### config.mk
export PLATFORM = sky130hd
export DESIGN_NAME = ta_bank_flat
export DESIGN_NICKNAME = d
export VERILOG_FILES = /design/src/rtl/ta_bank_if.sv /design/src/rtl/ta_bank.sv /design/src/flat_wrapper.sv
export SDC_FILE = /design/constraint.sdc
export NUM_CORES = 1
export LEC_CHECK = 0
export BUFFER_PORTS_ARGS = -buffer_cell sky130_fd_sc_hd__buf_4
export CAP_MARGIN = 20
export CORE_MARGIN = 2
export CORE_UTILIZATION = 50
export DETAILED_ROUTE_END_ITERATION = 10
export PLACE_DENSITY_LB_ADDON = 0.15
export SYNTH_ARGS = -nofsm -noshare
export SYNTH_HDL_FRONTEND = slang
export SYNTH_SLANG_ARGS = --single-unit
### constraint.sdc
create_clock -name clk -period 2.8 [get_ports clk]
set_input_delay 0.56 -clock clk [delete_from_list [all_inputs] [get_ports clk]]
set_output_delay 0.56 -clock clk [all_outputs]
set_load 0.02 [all_outputs]
### src/rtl/ta_bank_if.sv
// ta_bank_if -- handshake, data and status bundle for the ta_bank
// Tsetlin automaton bank.
//
// Parameter:
//   N_TA          number of automata / literal count
// Signals:
//   start         request a cycle (accepted only while ready=1)
//   clear         synchronous abort back to idle
//   train         0 = inference only, 1 = inference then update
//   fb_type       0 = Type I feedback, 1 = Type II feedback
//   literals      literal vector, one bit per automaton
//   rand_hi       per-automaton random bit, P ~ (s-1)/s
//   rand_lo       per-automaton random bit, P ~ 1/s
//   ready         bank is idle and will accept start
//   done          one-cycle completion pulse
//   clause_out    registered clause result
//   include_mask  bit i set when automaton i currently includes its literal
// Modports:
//   master        drives requests and random bits (testbench / controller)
//   slave         the bank itself
interface ta_bank_if #(
    parameter int N_TA = 8
);
    logic            start;
    logic            clear;
    logic            train;
    logic            fb_type;
    logic [N_TA-1:0] literals;
    logic [N_TA-1:0] rand_hi;
    logic [N_TA-1:0] rand_lo;
    logic            ready;
    logic            done;
    logic            clause_out;
    logic [N_TA-1:0] include_mask;

    modport master (
        output start, clear, train, fb_type, literals, rand_hi, rand_lo,
        input  ready, done, clause_out, include_mask
    );

    modport slave (
        input  start, clear, train, fb_type, literals, rand_hi, rand_lo,
        output ready, done, clause_out, include_mask
    );
endinterface

### src/rtl/ta_bank.sv
// ta_bank -- a bank of N_TA Tsetlin automata forming one clause.
// Each accepted request evaluates the clause over the latched literals
// and, when training, applies Type I or Type II feedback to every
// automaton in a single cycle.
//
// Parameters:
//   N_TA        number of automata and literals (>= 1)
//   STATE_BITS  automaton state width (>= 2); states >= HALF include
// Ports:
//   clk         clock
//   rst         asynchronous active-high reset
//   bus         ta_bank_if slave modport (request, random bits, status)
//
// Optional feature:
//   TA_BANK_BOOST_TPF_EN  when defined, the Type I increment for a true
//                         clause on a true literal ignores rand_hi and
//                         always happens (boosted true-positive feedback).
module ta_bank #(
    parameter int N_TA       = 8,
    parameter int STATE_BITS = 3
) (
    input  logic        clk,
    input  logic        rst,
    ta_bank_if.slave    bus
);

    localparam logic [STATE_BITS-1:0] HALF     = STATE_BITS'(1) << (STATE_BITS - 1);
    localparam logic [STATE_BITS-1:0] MAX      = '1;
    localparam logic [STATE_BITS-1:0] ST_RESET = HALF - 1'b1;

`ifdef TA_BANK_BOOST_TPF_EN
    localparam bit BOOST_TPF = 1'b1;
`else
    localparam bit BOOST_TPF = 1'b0;
`endif

    typedef enum logic [1:0] {
        IDLE,
        EVAL,
        UPDATE,
        DONE
    } fsm_t;

    fsm_t                  fsm;
    logic                  ready_q;
    logic                  done_q;
    logic                  clause_q;
    logic                  train_q;
    logic                  fb_q;
    logic [N_TA-1:0]       lit_q;
    logic [STATE_BITS-1:0] ta_state   [N_TA];
    logic [STATE_BITS-1:0] next_state [N_TA];
    logic [N_TA-1:0]       include_mask;
    logic                  clause_eval;
    logic [N_TA-1:0]       inc_vec;
    logic [N_TA-1:0]       dec_vec;

    // An automaton includes its literal in the upper half of its range.
    always_comb begin
        include_mask = '0;
        for (int i = 0; i < N_TA; i++) begin
            include_mask[i] = (ta_state[i] >= HALF);
        end
    end

    // Excluded literals are masked to 1 so they cannot falsify the AND.
    // An empty clause reads as 1 while training so that it can still
    // attract Type II feedback, and as 0 during plain inference.
    always_comb begin
        if (include_mask == '0) begin
            clause_eval = train_q;
        end else begin
            clause_eval = &(lit_q | ~include_mask);
        end
    end

    // Feedback decision per automaton, then a saturating +/-1 step.
    always_comb begin
        inc_vec = '0;
        dec_vec = '0;
        for (int i = 0; i < N_TA; i++) begin
            next_state[i] = ta_state[i];
            if (!fb_q) begin
                if (clause_q && lit_q[i]) begin
                    inc_vec[i] = BOOST_TPF | bus.rand_hi[i];
                end else begin
                    dec_vec[i] = bus.rand_lo[i];
                end
            end else begin
                inc_vec[i] = clause_q && !lit_q[i] && !include_mask[i];
            end
            if (inc_vec[i] && ta_state[i] != MAX) begin
                next_state[i] = ta_state[i] + 1'b1;
            end else if (dec_vec[i] && ta_state[i] != '0) begin
                next_state[i] = ta_state[i] - 1'b1;
            end
        end
    end

    // Control FSM. ready/done/clause_out are registered alongside the
    // state; automaton states only ever change on the UPDATE edge, so a
    // clear or reset before that edge leaves no partial update behind.
    always_ff @(posedge clk or posedge rst) begin
        if (rst) begin
            fsm      <= IDLE;
            ready_q  <= 1'b1;
            done_q   <= 1'b0;
            clause_q <= 1'b0;
            train_q  <= 1'b0;
            fb_q     <= 1'b0;
            lit_q    <= '0;
            for (int i = 0; i < N_TA; i++) begin
                ta_state[i] <= ST_RESET;
            end
        end else begin
            done_q <= 1'b0;
            case (fsm)
                IDLE: begin
                    if (bus.start && !bus.clear) begin
                        fsm     <= EVAL;
                        ready_q <= 1'b0;
                        train_q <= bus.train;
                        fb_q    <= bus.fb_type;
                        lit_q   <= bus.literals;
                    end
                end
                EVAL: begin
                    if (bus.clear) begin
                        fsm     <= IDLE;
                        ready_q <= 1'b1;
                    end else begin
                        clause_q <= clause_eval;
                        if (train_q) begin
                            fsm <= UPDATE;
                        end else begin
                            fsm    <= DONE;
                            done_q <= 1'b1;
                        end
                    end
                end
                UPDATE: begin
                    if (bus.clear) begin
                        fsm     <= IDLE;
                        ready_q <= 1'b1;
                    end else begin
                        ta_state <= next_state;
                        fsm      <= DONE;
                        done_q   <= 1'b1;
                    end
                end
                DONE: begin
                    fsm     <= IDLE;
                    ready_q <= 1'b1;
                end
                default: begin
                    fsm     <= IDLE;
                    ready_q <= 1'b1;
                end
            endcase
        end
    end

    assign bus.ready        = ready_q;
    assign bus.done         = done_q;
    assign bus.clause_out   = clause_q;
    assign bus.include_mask = include_mask;

endmodule

### src/flat_wrapper.sv
// flat-port wrapper written by rule: the top's interface ports become plain ports
module ta_bank_flat 
#(
    parameter int N_TA       = 8,
    parameter int STATE_BITS = 3
)
  (clk, rst, bus_start, bus_clear, bus_train, bus_fb_type, bus_literals, bus_rand_hi, bus_rand_lo, bus_ready, bus_done, bus_clause_out, bus_include_mask);
  ta_bank_if #(.N_TA(N_TA)) bus_i ();
  input  logic clk;
  input  logic rst;
  input wire logic [$bits(bus_i.start)-1:0] bus_start;
  input wire logic [$bits(bus_i.clear)-1:0] bus_clear;
  input wire logic [$bits(bus_i.train)-1:0] bus_train;
  input wire logic [$bits(bus_i.fb_type)-1:0] bus_fb_type;
  input wire logic [$bits(bus_i.literals)-1:0] bus_literals;
  input wire logic [$bits(bus_i.rand_hi)-1:0] bus_rand_hi;
  input wire logic [$bits(bus_i.rand_lo)-1:0] bus_rand_lo;
  output wire logic [$bits(bus_i.ready)-1:0] bus_ready;
  output wire logic [$bits(bus_i.done)-1:0] bus_done;
  output wire logic [$bits(bus_i.clause_out)-1:0] bus_clause_out;
  output wire logic [$bits(bus_i.include_mask)-1:0] bus_include_mask;
  assign bus_i.start = bus_start;
  assign bus_i.clear = bus_clear;
  assign bus_i.train = bus_train;
  assign bus_i.fb_type = bus_fb_type;
  assign bus_i.literals = bus_literals;
  assign bus_i.rand_hi = bus_rand_hi;
  assign bus_i.rand_lo = bus_rand_lo;
  assign bus_ready = bus_i.ready;
  assign bus_done = bus_i.done;
  assign bus_clause_out = bus_i.clause_out;
  assign bus_include_mask = bus_i.include_mask;
  ta_bank #(.N_TA(N_TA), .STATE_BITS(STATE_BITS)) u_core (.clk(clk), .rst(rst), .bus(bus_i));
endmodule
==> results of run 1 <==
[cell type report]
class	count	area (sq um)
inverters	25	93.84
repair buffers	48	360.3
flip-flops and latches	39	998.5
multi-input cells	254	1827
well taps	75	93.84
clock buffers	8	100.1
fillers	525	2412
[routing by layer]
layer  global-route usage (%)  up-vias
met5                        0        -
met4                    5.667        0
met3                    4.286        9
met2                    35.90       79
met1                    30.82     1317
li1                         -     1345
[where the power goes]
part           internal, mW  leakage (nW)  switching (mW)
Clock                 0.225        0.0515           0.202
Sequential            0.879         0.445           0.339
Combinational         0.628         0.955           0.694
[placed cells by master, fill, tap and decap left out, types with 5 or more instances in the layout]
cell type	n
nor2_1	16
clkbuf_8	7
buf_4	48
o21ai_0	16
nor2b_1	7
dfstp_2	17
a221oi_1	6
nand3_1	12
and4_1	5
nor3_1	5
and4b_1	6
mux2_2	15
fa_1	8
dfrtp_1	21
o211ai_1	12
o22ai_1	7
nand2_1	31
a21oi_1	25
inv_1	25
nor4_1	7
[cells by family (layout without fill, tap and decap cells)]
group                      count (synthesis)  count (layout)  share of synthesized area (%)
buffers and inverters                     50              81                          6.310
DFF                                       39              39                          33.08
and+or+nand+nor                          119             119                          22.96
muxes                                     16              16                          5.936
xor gates and xnor gates                   1               1                         0.2906
AOI/OAI and AO/OA                        106             106                          24.45
adders and majority gates                 12              12                          6.974
[worst max-delay path by stage]
stage	start	slack (ns)	cells past startpoint	endpoint
detailed placement	u_core.bus.clause_out	0.16	6	u_core.ta_state[5]
CTS	u_core.bus.clause_out	0.13	6	u_core.ta_state[5]
floorplan	u_core.bus.clause_out	0.21	7	u_core.ta_state[5]
global route	u_core.ta_state[5]	0.10	6	u_core.ta_state[5]
finish	u_core.ta_state[5]	0.20	6	u_core.ta_state[5]
global placement	bus_rand_hi[6]	0.26	7	u_core.ta_state[5]
[worst max-delay path: cells and delay by family, from the launching register on]
family	cells	cell delay [ns]
and+or+nand+nor	2	0.92
AOI/OAI and AO/OA	3	0.66
adders and majority gates	1	0.50
DFF	1	0.44
[state kept, by name, summed over array words and instances, names as in the netlist]
signal,flops
u_core.ta_state,24
u_core.fb_q,1
u_core.lit_q,8
u_core.bus.done,1
u_core.bus.ready,1
u_core.bus.clause_out,1
u_core.fsm,2
u_core.train_q,1
[stage by stage]
stage	area (sq um)	cells
2_1_floorplan	3014	343
3_3_place_gp	3372	441
3_5_place_dp	3372	441
4_1_cts	3472	449
5_1_grt	3473	449
6_report	3473	449
[what timing repair did]
action,in CTS,in global routing
hold endpoints to repair,0,0
endpoints found under the setup margin,0,1
hold buffers,0,0
gates resized for setup,0,1
==> metrics.md, run 1 <==
| Metric | Value |
|---|---|
| TritonCTS clock tree | done |
| Largest net degree at the start of global routing | 40 |
| Yosys warnings | 0 |
| Die footprint | 6665 sq um |
| Reg-to-reg critical path startpoint | u_core.ta_state[5] |
| Row count | 28 |
| Setup bufs post-CTS | 0 |
| Reg2Reg Setup Slack | 0.20 ns |
| Worst-path cell with the longest stage delay | or4_1 |
| Library cells used by synthesis | 58 |
| Max incr delay on CP | 0.54 ns |
| R2R depth | 6 |
| Max frequency | 0.3850 GHz |
| WHS | 0.3940 ns |
| Met3 wire len | 400 um |
| Global Route Usage Sum | 22.27% |
| Initial DRC count | 140 |
| Root Driver | clkbuf_8 |
| Mean Syn Cell Area | 8.788 sq um |
| Final worst path period need | 2.597 ns |
| Final core utilization | 59.01% |
| RSZ-0062 raised after global routing | no |
| P per Cell Area | 854.5 nW/um^2 |
| Nets | 415 |
| Chip height | 81.64 um |
| Number of synthesized flops with an enable pin | 0 |
| R2r endpoint | u_core.ta_state[5] |
| Core area | 5886 sq um |
| Setup crit start kind | register |
| Power Total | 2.968 mW |
| Die width | 81.64 um |
| CTS H-tree lvls | 2 |
| Global-route wire length before repair | 11,640 um |
| Vias | 2,750 |
| Final GP Congestion | 0.8432 |
| Req. time, crit path | 3.01 ns |
| Synth async-reset ratio | 100.0% |
| Synth top cells by count | nand2_1 (31), a21oi_1 (25), inv_1 (25) |
| Worst VDD drop | 0.4823 mV |
| Clock Path Buffers | 2 |
| Area fraction of the dominant cell type after synthesis | 18.26% |
| CP Max Fanout | 6 |
| Area grow syn2layout | 15.23% |
| M1 wire length | 3345 um |
| Via density | 6.125 |
| HP Class | in2async |
| TritonCTS buffer count | 5 |
| CTS clk-pin slew, worst paths | 0.08 ns |
| Met2 Wirelength | 3427 um |
| Critical Path, Cell by Cell | and4bb_2 -> o22ai_1 -> fa_1 -> or4_1 -> a221o_1 -> a22oi_1 |
| Status | finished, final reports clean |
| Dpl hpwl | 5209 um |
| Gate Count Post-Synth | 343 |
| Worst-margin pin slew | 0.7144 ns |
| Total detailed-routing wirelength | 7248 um |
| Synthesized area | 3014 sq um |
| Ant. Diodes | 0 |
| Yosys top cell by area | dfrtp_1 |
| Most common cell in the synthesized netlist | nand2_1 |
| Top FF cell, synth | dfrtp_1 |
| Final Hold Fails | 0 |
| Crit path DAT | 2.81 ns |
| Syn nets | 385 |
| Fin Clk Skew | 0.006994 ns |
| Slew HR | 52.23% |
| Static Leak | 1.452 nW |
| Max-slew violation count | 0 |
| Critical path endpoint category | register |
| Worst setup margin | 0.2028 ns |
| Vias in the first global route | 2,518 |
| Setup WS pre-CTS | 0.1557 ns |
| Max-cap violations | 0 |
| Initial antenna violation count | 0 |
| Initial Utilization | 51.21% |
| First-pass iteration count of the detailed router | 5 |
| Wirelength per Cell | 16.14 um |
| Remaining DRCs | 0 |
| Max Used Layer | met4 |
| Clk sinks | 39 |
| Final number of setup-violating endpoints | 0 |
| I/O Buffers | 40 |
| Share of cells above drive strength 1 | 25.94% |
| Clock Latency Late Sink | 0.29 ns |
| Area contributors post-synth | dfrtp_1 (18%), dfstp_2 (15%), mux2_2 (5.6%) |
| Sequential element share of the synthesized area | 33.08% |
| Routed Antenna Nets | 0 |
| Gr ovfl total | 0 |
| Seq cells post-synth | 39 |
| Total negative slack | 0 ns |
| Final Cycle Share | 92.76% |
| Kind of critical path | reg2reg |
| Ports | 41 |
No activity file was read; power rests on OpenSTA's default activity.
==> run 2, diff against run 1 <==
--- a/config.mk
+++ b/config.mk
@@ -10,6 +10,7 @@
 export CORE_MARGIN = 2
 export CORE_UTILIZATION = 50
 export DETAILED_ROUTE_END_ITERATION = 10
+export MAX_ROUTING_LAYER = met4
 export PLACE_DENSITY_LB_ADDON = 0.15
 export SYNTH_ARGS = -nofsm -noshare
 export SYNTH_HDL_FRONTEND = slang
==> run 2 against run 1 <==
Via count is essentially flat. Register-to-register slack is essentially flat. Critical endpoint unchanged. Routed wire length shrank 0.21%. Highest routed layer unchanged. Maximum frequency is essentially flat.
==> metrics.md, run 2 (synthesis results as in run 1) <==
| Metric | Value |
|---|---|
| Status | finished, final reports clean |
| R2R depth | 6 |
| Final core utilization | 59.01% |
| Fin Clk Skew | 0.004952 ns |
| Worst VDD drop | 0.4817 mV |
| Max-slew violation count | 0 |
| Core area | 5886 sq um |
| Row count | 28 |
| Die footprint | 6665 sq um |
| Clock Path Buffers | 2 |
| Kind of critical path | reg2reg |
| Vias in the first global route | 2,518 |
| Crit path DAT | 2.81 ns |
| Vias | 2,751 |
| Flip-flop count of the largest register after layout | 24 |
| Via density | 6.127 |
| First-pass iteration count of the detailed router | 4 |
| Req. time, crit path | 3.01 ns |
| Wirelength per Cell | 16.11 um |
| Max incr delay on CP | 0.54 ns |
| Clk sinks | 39 |
| CTS H-tree lvls | 2 |
| Final Cycle Share | 92.79% |
| Initial antenna violation count | 0 |
| Critical Path, Cell by Cell | and4bb_2 -> o22ai_1 -> fa_1 -> or4_1 -> a221o_1 -> a22oi_1 |
| Worst-margin pin slew | 0.6950 ns |
| Clock Latency Late Sink | 0.29 ns |
| CP startpoint | u_core.ta_state[5] |
| Static Leak | 1.452 nW |
| Largest delay share family, worst path | simple AND/OR/NAND/NOR gates |
| Max-cap violations | 0 |
| Crit path depth | 6 |
| Die width | 81.64 um |
| CTS clk-pin slew, worst paths | 0.08 ns |
| Commonest non-fill, non-tap cell in the layout | buf_4 |
| Gr ovfl total | 0 |
| Root Driver | clkbuf_8 |
| Slew HR | 53.53% |
| Final number of setup-violating endpoints | 0 |
| Ant. Diodes | 0 |
| Max frequency | 0.3849 GHz |
| Largest net degree at the start of global routing | 40 |
| Critical path endpoint category | register |
| TritonCTS clock tree | done |
| Reg2Reg Setup Slack | 0.20 ns |
| Register with the most flip-flops | u_core.ta_state |
| Most frequent cells in the layout | buf_4 (48), nand2_1 (31), inv_1 (25), a21oi_1 (25), dfrtp_1 (21) |
| Nets | 415 |
| # hold bufs at CTS | 0 |
| Ports | 41 |
| CP Max Fanout | 6 |
| Buf+Inv Stages, Crit Path | 0 |
| Final worst path period need | 2.598 ns |
| Initial DRC count | 145 |
| Power Total | 2.967 mW |
| Routed Antenna Nets | 0 |
| R2r endpoint | u_core.ta_state[5] |
| TritonCTS buffer count | 5 |
| Global-route wire length before repair | 11,640 um |
| Final Hold Fails | 0 |
| Global Route Usage Sum | 22.91% |
| Dpl hpwl | 5209 um |
| Fillers | 525 |
| P per Cell Area | 854.3 nW/um^2 |
| I/O Buffers | 40 |
| Placed Cells | 441 |
| Setup crit start kind | register |
| HP Class | in2async |
| RSZ-0062 raised after global routing | no |
| Total negative slack | 0 ns |
| Remaining DRCs | 0 |
| Initial Utilization | 51.21% |
| Final GP Congestion | 0.8564 |
| Chip height | 81.64 um |
| Setup bufs post-CTS | 0 |
| Total detailed-routing wirelength | 7233 um |
| Area grow syn2layout | 15.23% |
| Fin cells | 449 |
| Regs by FF count | u_core.ta_state x24, u_core.lit_q x8, u_core.fsm x2 |
| Worst setup endpoint | u_core.ta_state[5] |
| Worst-path cell with the longest stage delay | or4_1 |
| Reg-to-reg critical path startpoint | u_core.ta_state[5] |
| Share of cells above drive strength 1 | 25.94% |
## run 2: cell counts in the layout (fill, tap and decap cells not counted)
Identical to the previous run, type by type.
## run 2: power by group
part	total, mW	switching, mW	internal (mW)
registers	1.22	0.339	0.879
logic	1.32	0.693	0.628
clock network	0.428	0.203	0.225
total	2.97	1.24	1.73
## run 2: worst min path at each step
stage	depth (start not counted)	end	slack, ns	from
after floorplan	1	u_core.train_q	0.48	u_core.train_q
after global placement	2	u_core.bus.ready	0.48	u_core.bus.ready
after detailed placement	2	u_core.bus.ready	0.48	u_core.bus.ready
after CTS	3	u_core.lit_q[5]	0.41	rst
after global routing	3	u_core.train_q	0.47	rst
final	3	u_core.lit_q[5]	0.39	rst
## run 2: repair_timing
| item | CTS | global route |
|---|---|---|
| gates resized for setup | 0 | 1 |
| hold endpoints to repair | 0 | 0 |
| setup endpoints to repair | 0 | 1 |
## run 2: layout make-up
cell class	instances	area (sq um)	area share, %
Inverter	25	93.84	2.702
Multi-Input combinational cell	254	1827	52.59
Sequential cell	39	998.5	28.75
Tap cell	75	93.84	2.702
Clock buffer	8	100.1	2.882
Timing Repair Buffer	48	360.3	10.37
## run 2: routing by layer
layer / global-route usage (%) / up-vias / routed length [um]
met2: 35.90 / 87 / 3442
met4: 5.667 / 0 / 77
met1: 30.96 / 1310 / 3274
li1: - / 1345 / -
met5: - / - / 0
met3: 4.066 / 9 / 438
## run 2: worst min-delay path: stages
cell   delay (ns)
buf_4        0.10
inv_1        0.04
buf_4        0.43
## run 2: per-stage QoR
step / setup slack, ns / hold WS (ns) / cell area [sq um]
after floorplan: 0.2065 / 0.4794 / 3014
after detailed placement: 0.1557 / 0.4837 / 3372
final: 0.2019 / 0.3943 / 3473
after global placement: 0.2563 / 0.4805 / 3372
after CTS: 0.1290 / 0.4094 / 3472
after global routing: 0.1018 / 0.4711 / 3473
==> run 3, diff against run 2 <==
--- a/config.mk
+++ b/config.mk
@@ -5,10 +5,11 @@
 export SDC_FILE = /design/constraint.sdc
 export NUM_CORES = 1
 export LEC_CHECK = 0
+export ABC_AREA = 1
 export BUFFER_PORTS_ARGS = -buffer_cell sky130_fd_sc_hd__buf_4
 export CAP_MARGIN = 20
 export CORE_MARGIN = 2
-export CORE_UTILIZATION = 50
+export CORE_UTILIZATION = 30
 export DETAILED_ROUTE_END_ITERATION = 10
 export MAX_ROUTING_LAYER = met4
 export PLACE_DENSITY_LB_ADDON = 0.15
==> run 3 against run 2 <==
Final cell count is 15% higher. Area after synthesis is 10% lower. Sequential power hardly changed. Setup slack better by 0.56 ns. Register-to-register slack better by 0.56 ns.
==> metrics.md, run 3 <==
| Metric | Value |
|---|---|
| Status | finished, final reports clean |
| # hold bufs at CTS | 0 |
| Area contributors post-synth | dfrtp_1 (20%), nand2_1 (17%), dfstp_2 (16%) |
| Static Leak | 1.697 nW |
| Via density | 4.419 |
| Net switching power | 1.592 mW |
| Number of synthesized flops with an enable pin | 0 |
| Gr ovfl total | 0 |
| Post-CTS Resized | 0 |
| Global-route wire length before repair | 10,810 um |
| CTS clk-pin slew, worst paths | 0.08 ns |
| Synth async-reset ratio | 100.0% |
| I/O Buffers | 40 |
| Critical Path, Cell by Cell | buf_4 -> nor2_1 -> nand2_1 -> nand2_1 -> nand2_2 -> fa_1 -> inv_1 -> nand2_1 -> nand2_1 -> nand2_1 -> nand2_1 -> nand2_1 |
| Final core utilization | 36.37% |
| Row count | 34 |
| Worst-path cell with the longest stage delay | dfrtp_1 |
| Syn nets | 414 |
| Fin cells | 518 |
| WHS | 0.3957 ns |
| Final GP Congestion | 0.8081 |
| Worst setup margin | 0.7635 ns |
| DP Area | 3092 sq um |
| Crit path DAT | 2.22 ns |
| Synth top cells by count | nand2_1 (125), inv_1 (56), nor2_1 (39) |
| HP Class | in2async |
| Setup bufs post-CTS | 0 |
| Ports | 41 |
| Nets | 451 |
| Die footprint | 9810 sq um |
| Power Total | 3.376 mW |
| First-pass iteration count of the detailed router | 4 |
| Final Cycle Share | 72.73% |
| Commonest non-fill, non-tap cell in the layout | nand2_1 |
| Library cells used by synthesis | 30 |
| Chip height | 99.05 um |
| Max-slew violation count | 0 |
| Switching Share | 47.17% |
| Worst VDD drop | 0.3363 mV |
| Sequential element share of the synthesized area | 36.80% |
| Setup WS pre-CTS | 0.7637 ns |
| Slew HR | 56.73% |
| Total detailed-routing wirelength | 6392 um |
| Most frequent cells in the layout | nand2_1 (125), inv_1 (56), buf_4 (42), nor2_1 (39), nand3_1 (33) |
| TritonCTS clock tree | done |
| Most common cell in the synthesized netlist | nand2_1 |
| Total negative slack | 0 ns |
| Largest net degree at the start of global routing | 40 |
| Yosys top cell by area | dfrtp_1 |
| Final number of setup-violating endpoints | 0 |
| CTS H-tree lvls | 2 |
| Reg power frac | 37.0% |
| Synthesized area | 2710 sq um |
| Gate Count Post-Synth | 372 |
| Placed Cells | 510 |
| Clock power share | 11.4% |
| Initial antenna violation count | 0 |
| Routed Antenna Nets | 0 |
| Global Route Usage Sum | 14.32% |
| Flip-flop count of the largest register after layout | 24 |
| Initial DRC count | 103 |
| Setup crit start kind | register |
| Kind of critical path | reg2reg |
| Max frequency | 0.4910 GHz |
| Clock Path Buffers | 2 |
| Wirelength per Cell | 12.34 um |
| Die width | 99.05 um |
| P per Cell Area | 1064 nW/um^2 |
| Dpl hpwl | 4732 um |
| Final Hold Fails | 0 |
| Max-cap violations | 0 |
| Share of cells above drive strength 1 | 23.41% |
| Clk sinks | 39 |
| Mean Syn Cell Area | 7.285 sq um |
| Worst-margin pin slew | 0.6472 ns |
| Vias in the first global route | 2,251 |
| Top FF cell, synth | dfrtp_1 |
| Top cell by count, worst path | nand2_1 |
| Yosys warnings | 0 |
| Seq cells post-synth | 39 |
| Max incr delay on CP | 0.51 ns |
| Root Driver | clkbuf_8 |
| Remaining DRCs | 0 |
| Regs by FF count | u_core.ta_state x24, u_core.lit_q x8, u_core.fsm x2 |
| Pint | 1.784 mW |
| Post-route cell area | 3172 sq um |
| Final worst path period need | 2.037 ns |
| Ant. Diodes | 0 |
| Reg2Reg Setup Slack | 0.76 ns |
| Vias | 2,289 |
| Clock Latency Late Sink | 0.29 ns |
| Core area | 8721 sq um |
| Critical path endpoint category | register |
| CP Max Fanout | 11 |
| RSZ-0062 raised after global routing | no |
| TritonCTS buffer count | 5 |
| Area fraction of the dominant cell type after synthesis | 20.31% |
| Fin Clk Skew | 0.006023 ns |
| Area grow syn2layout | 17.04% |
| Comb power frac | 51.6% |
| Register with the most flip-flops | u_core.ta_state |
| Req. time, crit path | 2.99 ns |
| Initial Utilization | 31.08% |
-- run 3: cell types whose count changed after synthesis, moves of 8 or more --
cell,delta
o211ai_1,-12
nand2_1,+94
a21oi_1,-20
nand2_2,+9
nor2_1,+23
clkbuf_1,-14
nand3_1,+21
o21ai_0,-12
inv_1,+31
mux2_2,-8
-- run 3: metal layers --
metal	wire length, um	track usage, %	share of wire [%]	vias to the layer above
li1	-	-	-	1200
met1	3222	19.03	50	1044
met2	2873	22.25	45	40
met3	224	3.050	3.5	5
met4	72	3.793	1.1	0
met5	0	-	0	-
-- run 3: final cells by class --
type	count	area, sq um
tap	108	135.1
timing repair buffer	42	315.3
clock buffer	8	80.08
multi-input combinational	262	1420
fill	916	5549
sequential	39	997.2
inverter	59	224.0
-- run 3: cells by family after synthesis --
kind of cell / synth area share (%)
AOI/OAI and AO/OA: 5.771
xor gates and xnor gates: 2.586
adders and majority gates: 7.756
buffers and inverters: 10.80
DFF: 36.80
muxes: 2.909
and+or+nand+nor: 33.38
-- run 3: worst max-delay path: cells and delay by family, from the launching register on --
kind	cells	cell delay [ns]
adder cells (fa/ha/maj)	1	0.45
buffers and inverters	2	0.33
AND/OR/NAND/NOR	9	0.67
flip-flops	1	0.51
-- run 3: final timing paths --
kind                                     start                   to  cells past startpoint
hold reg to reg            u_core.ta_state[16]  u_core.ta_state[16]                      2
max in group asynchronous                  rst   u_core.ta_state[4]                      3
setup / recovery                   u_core.fb_q   u_core.ta_state[5]                     12
hold / removal                             rst      u_core.lit_q[4]                      3
setup reg to reg                   u_core.fb_q   u_core.ta_state[5]                     12
min in group clk           u_core.ta_state[16]  u_core.ta_state[16]                      2
-- run 3: power by group through the flow --
stage               combinational [mW]  clock (mW)  sequential [mW]
detailed placement                1.76           0             1.26
global route                      2.03       0.428             1.31
finish                            1.74       0.385             1.25
floorplan                         1.43           0             1.15
CTS                               1.76       0.404             1.25
global placement                  1.74           0             1.26
